## config.mk

```make
export PLATFORM = sky130hd
export DESIGN_NAME = control_unit
export DESIGN_NICKNAME = d
export VERILOG_FILES = /design/src/rtl/cpu_pkg.sv /design/src/rtl/control_output_decoder.sv /design/src/rtl/control_unit.sv
export SDC_FILE = /design/constraint.sdc
export NUM_CORES = 1
export LEC_CHECK = 0
export ABC_AREA = 1
export CAP_MARGIN = 20
export CORE_UTILIZATION = 40
export CTS_CLUSTER_DIAMETER = 200
export DETAILED_ROUTE_END_ITERATION = 10
export DONT_BUFFER_PORTS = 1
export GPL_TIMING_DRIVEN = 0
export MAX_ROUTING_LAYER = met4
export PLACE_DENSITY = 0.6
export SETUP_SLACK_MARGIN = 0.4
export SLEW_MARGIN = 10
export SYNTH_ARGS = -nofsm -noshare
export SYNTH_HDL_FRONTEND = slang
export SYNTH_SLANG_ARGS = --single-unit
```

## constraint.sdc

```tcl
create_clock -name clk -period 3.2 [get_ports clk]
set_clock_uncertainty 0.15 [all_clocks]
set_input_delay 0.64 -clock clk [delete_from_list [all_inputs] [get_ports clk]]
set_output_delay 0.64 -clock clk [all_outputs]
set_load 0.1 [all_outputs]
```

## src/rtl/cpu_pkg.sv

```systemverilog
// Shared types and encodings for the accumulator-machine controller.
// Pure declarations; no timing of its own.
// No flow control; consumers apply their own handshakes.
package cpu_pkg;

  localparam int CPU_OPCODE_WIDTH = 5;
  localparam int CPU_ALU_OP_WIDTH = 2;

  typedef enum logic [CPU_OPCODE_WIDTH-1:0] {
    OP_HLT  = 5'd0,
    OP_STO  = 5'd1,
    OP_LD   = 5'd2,
    OP_LDI  = 5'd3,
    OP_ADD  = 5'd4,
    OP_ADDI = 5'd5,
    OP_SUB  = 5'd6,
    OP_SUBI = 5'd7
  } opcode_t;

  typedef enum logic [2:0] {
    ST_FETCH  = 3'd0,
    ST_DECODE = 3'd1,
    ST_MEM    = 3'd2,
    ST_EXEC   = 3'd3,
    ST_HALT   = 3'd4
  } state_t;

  localparam logic [1:0] SEL_A_MEM = 2'b00;
  localparam logic [1:0] SEL_A_EXT = 2'b01;
  localparam logic [1:0] SEL_A_ALU = 2'b10;

  localparam logic [CPU_ALU_OP_WIDTH-1:0] ALU_PASS = 2'b00;
  localparam logic [CPU_ALU_OP_WIDTH-1:0] ALU_ADD  = 2'b01;
  localparam logic [CPU_ALU_OP_WIDTH-1:0] ALU_SUB  = 2'b10;

endpackage

```

## src/rtl/control_output_decoder.sv

```systemverilog
// Maps (state, latched opcode) onto the controller's output bundle.
// Combinational; inputs are all registers so outputs never depend on live ports.
// No flow control; outputs are forced low while the controller is not running.
module control_output_decoder
  import cpu_pkg::*;
#(
  parameter int OPCODE_WIDTH = CPU_OPCODE_WIDTH,
  parameter int ALU_OP_WIDTH = CPU_ALU_OP_WIDTH
) (
  input  logic                    run,
  input  state_t                  state,
  input  logic [OPCODE_WIDTH-1:0] opcode,
  output logic                    instr_req,
  output logic                    mem_req,
  output logic                    mem_wr,
  output logic [1:0]              sel_A,
  output logic                    wr_A,
  output logic [ALU_OP_WIDTH-1:0] alu_op,
  output logic                    pc_inc,
  output logic                    halted
);

  // Moore decode; every output defaults low so only the owning state raises it
  always_comb begin
    instr_req = 1'b0;
    mem_req   = 1'b0;
    mem_wr    = 1'b0;
    sel_A     = SEL_A_MEM;
    wr_A      = 1'b0;
    alu_op    = ALU_OP_WIDTH'(ALU_PASS);
    pc_inc    = 1'b0;
    halted    = 1'b0;
    if (run) begin
      case (state)
        ST_FETCH:  instr_req = 1'b1;
        ST_DECODE: pc_inc    = 1'b1;
        ST_MEM: begin
          mem_req = 1'b1;
          mem_wr  = (opcode == OP_STO);
        end
        ST_EXEC: begin
          wr_A = 1'b1;
          case (opcode)
            OP_LD:   sel_A = SEL_A_MEM;
            OP_LDI:  sel_A = SEL_A_EXT;
            OP_ADD, OP_ADDI: begin
              sel_A  = SEL_A_ALU;
              alu_op = ALU_OP_WIDTH'(ALU_ADD);
            end
            OP_SUB, OP_SUBI: begin
              sel_A  = SEL_A_ALU;
              alu_op = ALU_OP_WIDTH'(ALU_SUB);
            end
            default: sel_A = SEL_A_MEM;
          endcase
        end
        ST_HALT:   halted = 1'b1;
        default:   halted = 1'b0;
      endcase
    end
  end

endmodule

```

## src/rtl/control_unit.sv

```systemverilog
// Multi-cycle Moore controller: fetch opcode, optional data access, one-cycle execute.
// Immediate ops 3 cycles, memory ops 4, STO 3, NOP 2 with zero-wait memories.
// Holds FETCH until instr_valid and MEM until mem_ack; stray handshakes are ignored.
module control_unit
  import cpu_pkg::*;
#(
  parameter int OPCODE_WIDTH = CPU_OPCODE_WIDTH,
  parameter int ALU_OP_WIDTH = CPU_ALU_OP_WIDTH
) (
  input  logic                    clk,
  input  logic                    rst_n,
  input  logic [OPCODE_WIDTH-1:0] instr_opcode,
  input  logic                    instr_valid,
  output logic                    instr_req,
  input  logic                    mem_ack,
  output logic                    mem_req,
  output logic                    mem_wr,
  output logic [1:0]              sel_A,
  output logic                    wr_A,
  output logic [ALU_OP_WIDTH-1:0] alu_op,
  output logic                    pc_inc,
  output logic                    halted
);

  state_t                  state;
  logic [OPCODE_WIDTH-1:0] opcode_q;
  // Cleared by reset so every output is low while rst_n is held and
  // instr_req only appears after the first edge following release.
  logic                    run_q;

  // State register and next-state sequencing; a FETCH handshake needs
  // run_q because instr_req is not yet visible before it sets.
  always_ff @(posedge clk or negedge rst_n) begin
    if (!rst_n) begin
      state    <= ST_FETCH;
      opcode_q <= '0;
      run_q    <= 1'b0;
    end else begin
      run_q <= 1'b1;
      case (state)
        ST_FETCH: begin
          if (run_q && instr_valid) begin
            opcode_q <= instr_opcode;
            state    <= ST_DECODE;
          end
        end
        ST_DECODE: begin
          case (opcode_q)
            OP_HLT:                   state <= ST_HALT;
            OP_LDI, OP_ADDI, OP_SUBI: state <= ST_EXEC;
            OP_LD, OP_ADD, OP_SUB, OP_STO: state <= ST_MEM;
            default:                  state <= ST_FETCH;
          endcase
        end
        ST_MEM: begin
          if (mem_ack) begin
            state <= (opcode_q == OP_STO) ? ST_FETCH : ST_EXEC;
          end
        end
        ST_EXEC: state <= ST_FETCH;
        ST_HALT: state <= ST_HALT;
        default: state <= ST_FETCH;
      endcase
    end
  end

  control_output_decoder #(
    .OPCODE_WIDTH (OPCODE_WIDTH),
    .ALU_OP_WIDTH (ALU_OP_WIDTH)
  ) u_dec (
    .run       (run_q),
    .state     (state),
    .opcode    (opcode_q),
    .instr_req (instr_req),
    .mem_req   (mem_req),
    .mem_wr    (mem_wr),
    .sel_A     (sel_A),
    .wr_A      (wr_A),
    .alu_op    (alu_op),
    .pc_inc    (pc_inc),
    .halted    (halted)
  );

endmodule

```

* Word-level counts from Yosys, hierarchy flattened *
Memory sizes are Yosys's and may differ from the RTL's.
Index checks and enable logic that the tools add are counted.

cells by class
  eq/ne operators = 12
  reduce and logical (&&, ||, !) cells = 8
  muxes and demuxes = 23

operators by type and width
  cell                                                                   count
  5-bit by 3-bit equality test with 1-bit output, second input constant  4
  1-bit 2-to-1 mux                                                       12
  3-bit case mux with 4 select lines                                     1
  2-bit 2-to-1 mux                                                       5
  3-bit 2-to-1 mux                                                       3
  2-bit case mux with 2 select lines                                     2
  3-bit by 2-bit equality test with 1-bit output, second input constant  2
  5-bit by 1-bit equality test with 1-bit output, second input constant  1
  5-bit by 2-bit equality test with 1-bit output, second input constant  1
  2-bit != test, second input constant                                   2
  2-bit AND reduction                                                    2
  2-bit OR reduction                                                     2
  4-bit OR reduction                                                     1
  3-bit by 1-bit equality test with 1-bit output, second input constant  1
  3-bit equality test, second input constant                             1
  3-bit zero test                                                        1
  2-bit zero test                                                        1
  1-bit logical AND                                                      1

word-level totals
  ROM bits = 24
  memories = 1
  logic and storage cells = 47
  output and inout bits = 10
  flip-flop bits (word level) = 9
  bits of input ports = 9

memory list
  memory           depth  width  rd ports  clocked after Yosys merged registers in  write ports  RTL line            RTL
  (no name shown)  8      3      1         0                                        0            control_unit.sv:48  case (opcode_q)

* Depth between registers and ports, before layout *
  word-level depth = 5
  gate-level depth with buffers = 8
  depth with buffers taken out = 8

* Modules after synthesis *
From an unflattened synthesis, not the netlist that was laid out.

second synthesis, totals
  cells, all modules = 90
  area, all modules = 615.6 sq um

by module, submodules not included
  module                  area an instance (sq um)  cells an instance  times used  sequential area each (sq um)
  control_unit            476.7                     60                 1           225.2
  control_output_decoder  138.9                     30                 1           0.0

* Least setup slack after synthesis *
Ideal clock, no wire load.

  path kind = register to output
  from = register opcode_q[4]
  to = output port alu_op[0]
  data arrival time = 3.481 ns
  buffers on the path = 0
  stages on the path, launching flop included = 4
  data required time = 2.410 ns
  slack = -1.071 ns
  cell sequence = dfrtp_1 nor2_1 inv_1 nor4_1

on the way
  longest elaborated chain between the ends = 5
  elaborated cells between the ends (all ways) = 9
  classes of those cells = eq/ne: 4; mux: 3; reduce/logical: 2

RTL lines
  what                                            RTL line                      RTL
  from (decl)                                     control_unit.sv:26            logic [OPCODE_WIDTH-1:0] opcode_q;
  from (signal assigned)                          control_unit.sv:43            opcode_q <= instr_opcode;
  5-bit by 3-bit equality test with 1-bit output  control_output_decoder.sv:43  case (opcode)
  2-bit OR reduction, on equally long branches    --
  2-bit case mux with 2 select lines (*)          control_output_decoder.sv:43
  2-bit 2-to-1 mux (*)                            control_output_decoder.sv:34  case (state)
  2-bit 2-to-1 mux (*)                            control_output_decoder.sv:33  if (run) begin
  to (decl)                                       control_unit.sv:20            output logic [ALU_OP_WIDTH-1:0] alu_op,

Every way passes the cells marked *; elsewhere a longest branch is shown, timed or not.

* Worst setup path in the final report *
  from = register state[2]
  to = output port alu_op[1]

on the way
  longest elaborated chain between the ends = 3

RTL lines
  what                                            RTL line                      RTL
  from (decl)                                     control_unit.sv:25            state_t state;
  from (signal assigned)                          control_unit.sv:57            state <= (opcode_q == OP_STO) ? ST_FETCH : ST_EXEC;
  3-bit by 2-bit equality test with 1-bit output  control_output_decoder.sv:34
  2-bit 2-to-1 mux                                control_output_decoder.sv:34
  2-bit 2-to-1 mux                                control_output_decoder.sv:33

Every way passes these cells.

==> flow_metrics.tcl <==
set metrics [dict create \
    syn_nets 82 \
    final_common_cell "nand2_1" \
    hold_ws_ns 0.376 \
    final_nets 98 \
    via_count 534 \
    critical_path.max_fanout 2 \
    cts_root_buffer "clkbuf_4" \
    clk_pin_slew_worst_paths_ns 0.06 \
    path_class "reg2out" \
    hp-start "instr_opcode[4]" \
    gp_congestion 0.774 \
    endpoint_kind "output port" \
    die-area_um2 1510 \
    grt_max_degree 10 \
    io_pins 19 \
    outcome "finished clean" \
    crit_chain "inv_2 > nand4_4 > nor3_4 > and2_4" \
    cp_top_family "simple AND/OR/NAND/NOR gates" \
    start_util_pct 45.7 \
    die_w_um 38.8 \
    wirelength_mm 1.21 \
    cp_data_arrival_time_ns 2.17 \
    hold_viol 0 \
    ant_nets 0 \
    fin_util_pct 65.8 \
    drc 0 \
    min_to "opcode_q[4]" \
    routed_via_density 5.24 \
    htreeDepth 1 \
    holdCritPathClass "in2reg" \
    clockBufferDepth 2 \
    antenna_found_initial 0 \
    postSynthAreaPerCell_um2 7.42 \
    first_pass_iters 4 \
    clk_latency_ns 0.25 \
    num_rows 12 \
    wl_per_cell_um 11.9 \
    ff2ff_path_depth 8 \
    p_per_area_nw_per_um2 272 \
    tightest_slew_ns 1.05 \
    critPathLaunchType "flop" \
    final_cell_mix "nand2_1, nand3_1, buf_4" \
    die_h_um 38.8 \
    grt_pass1_vias 522 \
    cp_data_required_time_ns 2.41 \
    ir_worst_vdd_v 0.000183 \
    r2r_slack_ns 1.32 \
    synth_cells 73 \
    setup_viol 0 \
    antennaDiodeCount 0 \
    finalCritPeriodShare_pct 92.5 \
    r2r_start "state[2]" \
    cts_tree "done" \
    drive_gt1_share_pct 40.9 \
    crit_buf_inv 1 \
    grt_overflow_total 0 \
    core_um2 1190 \
    cellLeakagePower_nw 0.410 \
    whs_path_depth 2 \
    drtIter0Drc 5 \
    slew_violations 0 \
    relSlewSlack_pct 30.0 \
    min_period_ns 2.96 \
    cp_slowest_cell "nor3_4" \
    cts_made_buffers 3 \
    clock_sinks 9 \
    dpl.hpwl_um 895 \
    tns_ns 0 \
    grtUsageTotal_pct 22.4 \
    grt_first_pass_wirelength_mm 2.15 \
    synth_area_um2 542 \
    ys_seq_area_share_pct 41.6 \
    syn_to_final_growth_pct 44.1 \
    yosysWarnings 0 \
    fmax_mhz 338 \
    drv_cap 0 \
    regToRegEndpoint "opcode_q[4]" \
    critPathMaxStageDelay_ns 0.84 \
    synth_cell_types 18 \
    grt_setup_unrepaired "yes" \
    portBuffers 0 \
    ys_ff_latch 9 \
]
==> power breakdown <==
group / switching (W) / internal [W] / total (W) / leakage, nW
registers: 0.000000860 / 0.000114 / 0.000115 / 0.113
clock network: 0.0000372 / 0.0000479 / 0.0000851 / 0.0150
logic: 0.0000103 / 0.00000156 / 0.0000119 / 0.282
total: 0.0000484 / 0.000164 / 0.000212 / 0.410
==> state kept, by name (all words and copies together), names as in the netlist <==
signal / count
run_q: 1
state: 3
opcode_q: 5
==> how the worst max path moves through the flow <==
stage,cells after the start,startpoint,endpoint,slack (ns)
finish,4,state[2],alu_op[1],0.24
global route,4,state[2],alu_op[1],0.17
CTS,4,opcode_q[3],alu_op[1],0.26
detailed placement,4,opcode_q[4],alu_op[1],0.28
global placement,3,opcode_q[4],alu_op[0],-0.04
floorplan,3,opcode_q[4],alu_op[0],0.04
==> cells in the mapped netlist <==
master / count / area, um2
nor2_2: 1 / 6.26
nand2_2: 1 / 6.26
nand4_2: 1 / 12.5
nor3_1: 2 / 10.0
o21ai_0: 2 / 10.0
inv_1: 9 / 33.8
nor2_8: 1 / 20.0
and2_1: 1 / 6.26
nor3_2: 1 / 10.0
dfrtp_1: 9 / 225
nand3_2: 1 / 10.0
nand2_1: 20 / 75.1
nor2_1: 10 / 37.5
conb_1: 1 / 3.75
nand3_1: 9 / 45.0
nor4_1: 2 / 12.5
nand2_4: 1 / 11.3
nand4_1: 1 / 6.26
==> per-stage QoR <==
stage / area [um2] / power [W] / instances / setup slack [ns]
2_1_floorplan: 573 / 0.000125 / 73 / 0.0439
6_report: 781 / 0.000212 / 102 / 0.241
5_1_grt: 781 / 0.000226 / 102 / 0.167
4_1_cts: 757 / 0.000218 / 100 / 0.259
3_3_place_gp: 591 / 0.000125 / 87 / -0.0424
3_5_place_dp: 656 / 0.000126 / 89 / 0.279
==> cell families after synthesis <==
| family | count (synthesis) | synth area share [%] |
|---|---|---|
| AND/OR/NAND/NOR | 52 | 49.7 |
| flip-flops | 9 | 41.6 |
| other | 1 | 0.692 |
| buffers and inverters | 9 | 6.24 |
| AO/OA/AOI/OAI | 2 | 1.85 |
==> routing by layer <==
metal	share of wire, %	track usage, %	wire, um	up-vias
li1	-	-	-	265
met3	5.2	4.62	63	2
met5	0	-	0	-
met4	0.91	12.9	11	0
met2	50	37.1	610	18
met1	43	24.9	527	249
==> layout make-up <==
type | instances | area (um2)
multi-input cells | 55 | 373
flip-flops and latches | 9 | 230
clock buffers | 4 | 26.3
well taps | 14 | 17.5
fillers | 103 | 405
repair buffers | 11 | 100
inverters | 9 | 33.8
==> timing repair <==
item | CTS | global route
setup endpoints to repair | 1 | 3
endpoints found under the hold margin | 9 | 0
hold buffers | 1 | 0
pin swaps | 3 | 3
buffers inserted | 6 | 2
gates resized for setup | 8 | 3
==> worst register-to-register path, stage by stage, from the launching register on <==
cell and delay, ns:
dfrtp_2 0.41, buf_4 0.13, buf_4 0.14, nor2_2 0.18, nand2_2 0.12, nor2_8 0.39, nand2_4 0.11, nand2_1 0.09
nand2_1 0.05
No activity file was read; power rests on OpenSTA's default activity.
==> variant, RTL diff (config.mk and constraints unchanged) <==
The 5 states of `state_t` get a one-hot encoding in 5 bits.
--- a/src/rtl/cpu_pkg.sv
+++ b/src/rtl/cpu_pkg.sv
@@ -17,12 +17,12 @@
     OP_SUBI = 5'd7
   } opcode_t;
 
-  typedef enum logic [2:0] {
-    ST_FETCH  = 3'd0,
-    ST_DECODE = 3'd1,
-    ST_MEM    = 3'd2,
-    ST_EXEC   = 3'd3,
-    ST_HALT   = 3'd4
+  typedef enum logic [4:0] {
+    ST_FETCH  = 5'b00001,
+    ST_DECODE = 5'b00010,
+    ST_MEM    = 5'b00100,
+    ST_EXEC   = 5'b01000,
+    ST_HALT   = 5'b10000
   } state_t;
 
   localparam logic [1:0] SEL_A_MEM = 2'b00;
Behaviour: same outputs for any inputs over 10 cycles, from zero or initial values and one cycle with rst_n low; not proved beyond that.
==> variant against the original RTL <==
The flow now finishes with violations (setup timing). Routed wire length up 22%. Worst setup slack lost 0.51 ns. Total power grew to 3.3 times the old value. Clock power rose by 8.1%. Core utilization down 12 points. Non-clock buffer count decreased by 7. Die area is 33% higher. Synthesized area up 34%. First-iteration DRC count grew 20%. Worst hold slack worse by 0.31 ns. Final area is 19% higher. Register-to-register slack better by 0.31 ns. Sequential cell count up 2. Largest cell class unchanged.
==> variant: results (changes against the original RTL) <==
- The worst reg-to-reg setup slack came to 1.63 ns (+0.31 ns).
* Depth of the CTS H-tree: 1 (unchanged)
- Fillers: 159 (+54%)
- The final setup slack of the worst path was -0.2672 ns (-0.5085 ns).
- The standby leakage power was 0.4235 nW (+3.4%).
- The run finished, with violations left.
* Via Count: 632 (+18%)
- Among all stages on the critical path, the largest delay is contributed by sky130_fd_sc_hd__nor3_4.
* Top cells by count, synth: sky130_fd_sc_hd__nand2_1 (27), sky130_fd_sc_hd__nor2_1 (15), sky130_fd_sc_hd__inv_1 (12)
- The wire length per cell after detailed routing is 11.32 µm (-4.7%).
- The wire length on met3 came to 48 µm (-24%).
* Global-route wire length before repair: 2.283 mm (+6.4%)
- Transition time at the pin with the least slew margin: 1.139 ns (+0.09010 ns)
- For this run, the leading register cell type out of synthesis is sky130_fd_sc_hd__dfrtp_1.
* M3 GR Usage: 0.04898 (+0.002737)
- GR Util All Layers: 0.1640 (-0.06042)
- The largest registers in the layout are opcode_q: 5 flops, state: 5 flops, run_q: 1 flops.
* Layout Nets: 120 (+22%)
- The post-synthesis net count came to 111 (+35%).
- Worst min path class: primary input to async pin
- Number of distinct library cells after synthesis: 19 (+1)
- The worst voltage drop across the vdd grid is 0.3759 mV (+100%).
- Worst-case clock buffer depth: 2 (unchanged)
- Worst setup path startpoint: state[1]
- The routability congestion estimate from global placement came to 0.8308 (+7.4%).
- The post-DP HPWL is 1.152 mm (+29%).
- The number of DRC markers in iteration 0 came to 6 (+1).
* Worst slack, placed: -0.1602 ns (-0.4391 ns)
- Path depth of the worst reg2reg path: 10 (+2)
- In this run the critical register-to-register path is launched from state[0].
- The instance area after placement was 820.8 µm² (+25%).
- Vias in the first global route: 566 (+8.4%)
- The final reports fail on setup timing.
* Highest metal layer used by the detailed router: met4
- Top area cells in the synthesized netlist: sky130_fd_sc_hd__dfrtp_1 (34%), sky130_fd_sc_hd__nand2_1 (14%), sky130_fd_sc_hd__nor2_1 (7.7%)
- The fraction of the yosys area taken by sequential cells was 0.3797 (-0.03598).
- Endpoint of the most critical register-to-register path: state[0]
- Worst endpoint data arrival time: 2.68 ns (+0.51 ns)
- Met1 routed wirelength after detailed routing: 636 µm (+21%)
- Met1 Resource Use GR: 0.1953 (-0.05377)
- Clock transition at the registers of the reported paths: 0.07 ns
* Met2 capacity usage during global routing: 0.2735 (-0.09730)
- Maximum net fanout on the critical path: 3 (+1)
- The count of TritonRoute iterations in the first routing pass is 4 (unchanged).
- Final sum of negative setup slack: -0.7005 ns (-0.7005 ns)
- Final-report setup violation count: 4 (+4)
* Pin count of the biggest net entering global routing: 11 (+1)
- Routed met2 length: 785 µm (+29%)
- The fraction of final layout cells sized beyond drive strength 1 came to 0.2830 (-0.1261).
- Critical path's largest stage delay: 0.87 ns (+0.03 ns)
-- variant: metrics by stage --
stage | cells | power [mW] | hold WS, ns | util
4_1_cts | 131 | 0.6986 | 0.05413 | 0.5275
3_3_place_gp | 123 | 0.5448 | 0.1947 | 0.4689
3_5_place_dp | 123 | 0.5590 | 0.1947 | 0.4806
2_1_floorplan | 98 | 0.5004 | 0.1944 | -
5_1_grt | 131 | 0.7697 | 0.04638 | 0.5421
6_report | 131 | 0.7069 | 0.06394 | 0.5421
-- variant: where the power goes --
group          leakage, nW  internal (mW)  switching (mW)  total, mW
Sequential           0.139          0.187          0.0578      0.245
Clock               0.0177         0.0462          0.0458     0.0920
Combinational        0.267          0.112           0.258      0.370
Total                0.424          0.345           0.362      0.707
-- variant: logic make-up after synthesis --
group	count (synthesis)	synth area share
other	1	0.005150
AO/OA/AOI/OAI	11	0.08419
flip-flops	11	0.3797
AND/OR/NAND/NOR	58	0.3952
buffers and inverters	13	0.06700
adder cells (fa/ha/maj)	4	0.06873
-- variant: what timing repair did --
item	CTS	global route
pin swaps	5	3
endpoints found under the hold margin	10	0
setup endpoints to repair	6	7
setup buffers	3	0
hold buffers	1	0
gates resized for setup	4	5
-- variant: worst max path at each step --
stage,end,cells past startpoint
CTS,sel_A[0],5
detailed placement,sel_A[0],5
global route,sel_A[0],5
floorplan,sel_A[0],5
global placement,sel_A[0],5
finish,sel_A[0],5
-- variant: layout make-up --
type	instances	area [µm²]	share of cell area
Timing Repair Buffer	4	32.53	0.03514
Sequential cell	11	276.5	0.2986
Multi-Input combinational cell	74	509.2	0.5500
Inverter	13	48.80	0.05270
Tap cell	25	31.28	0.03378
Clock inverter	1	5.005	0.005405
Clock buffer	3	22.52	0.02432
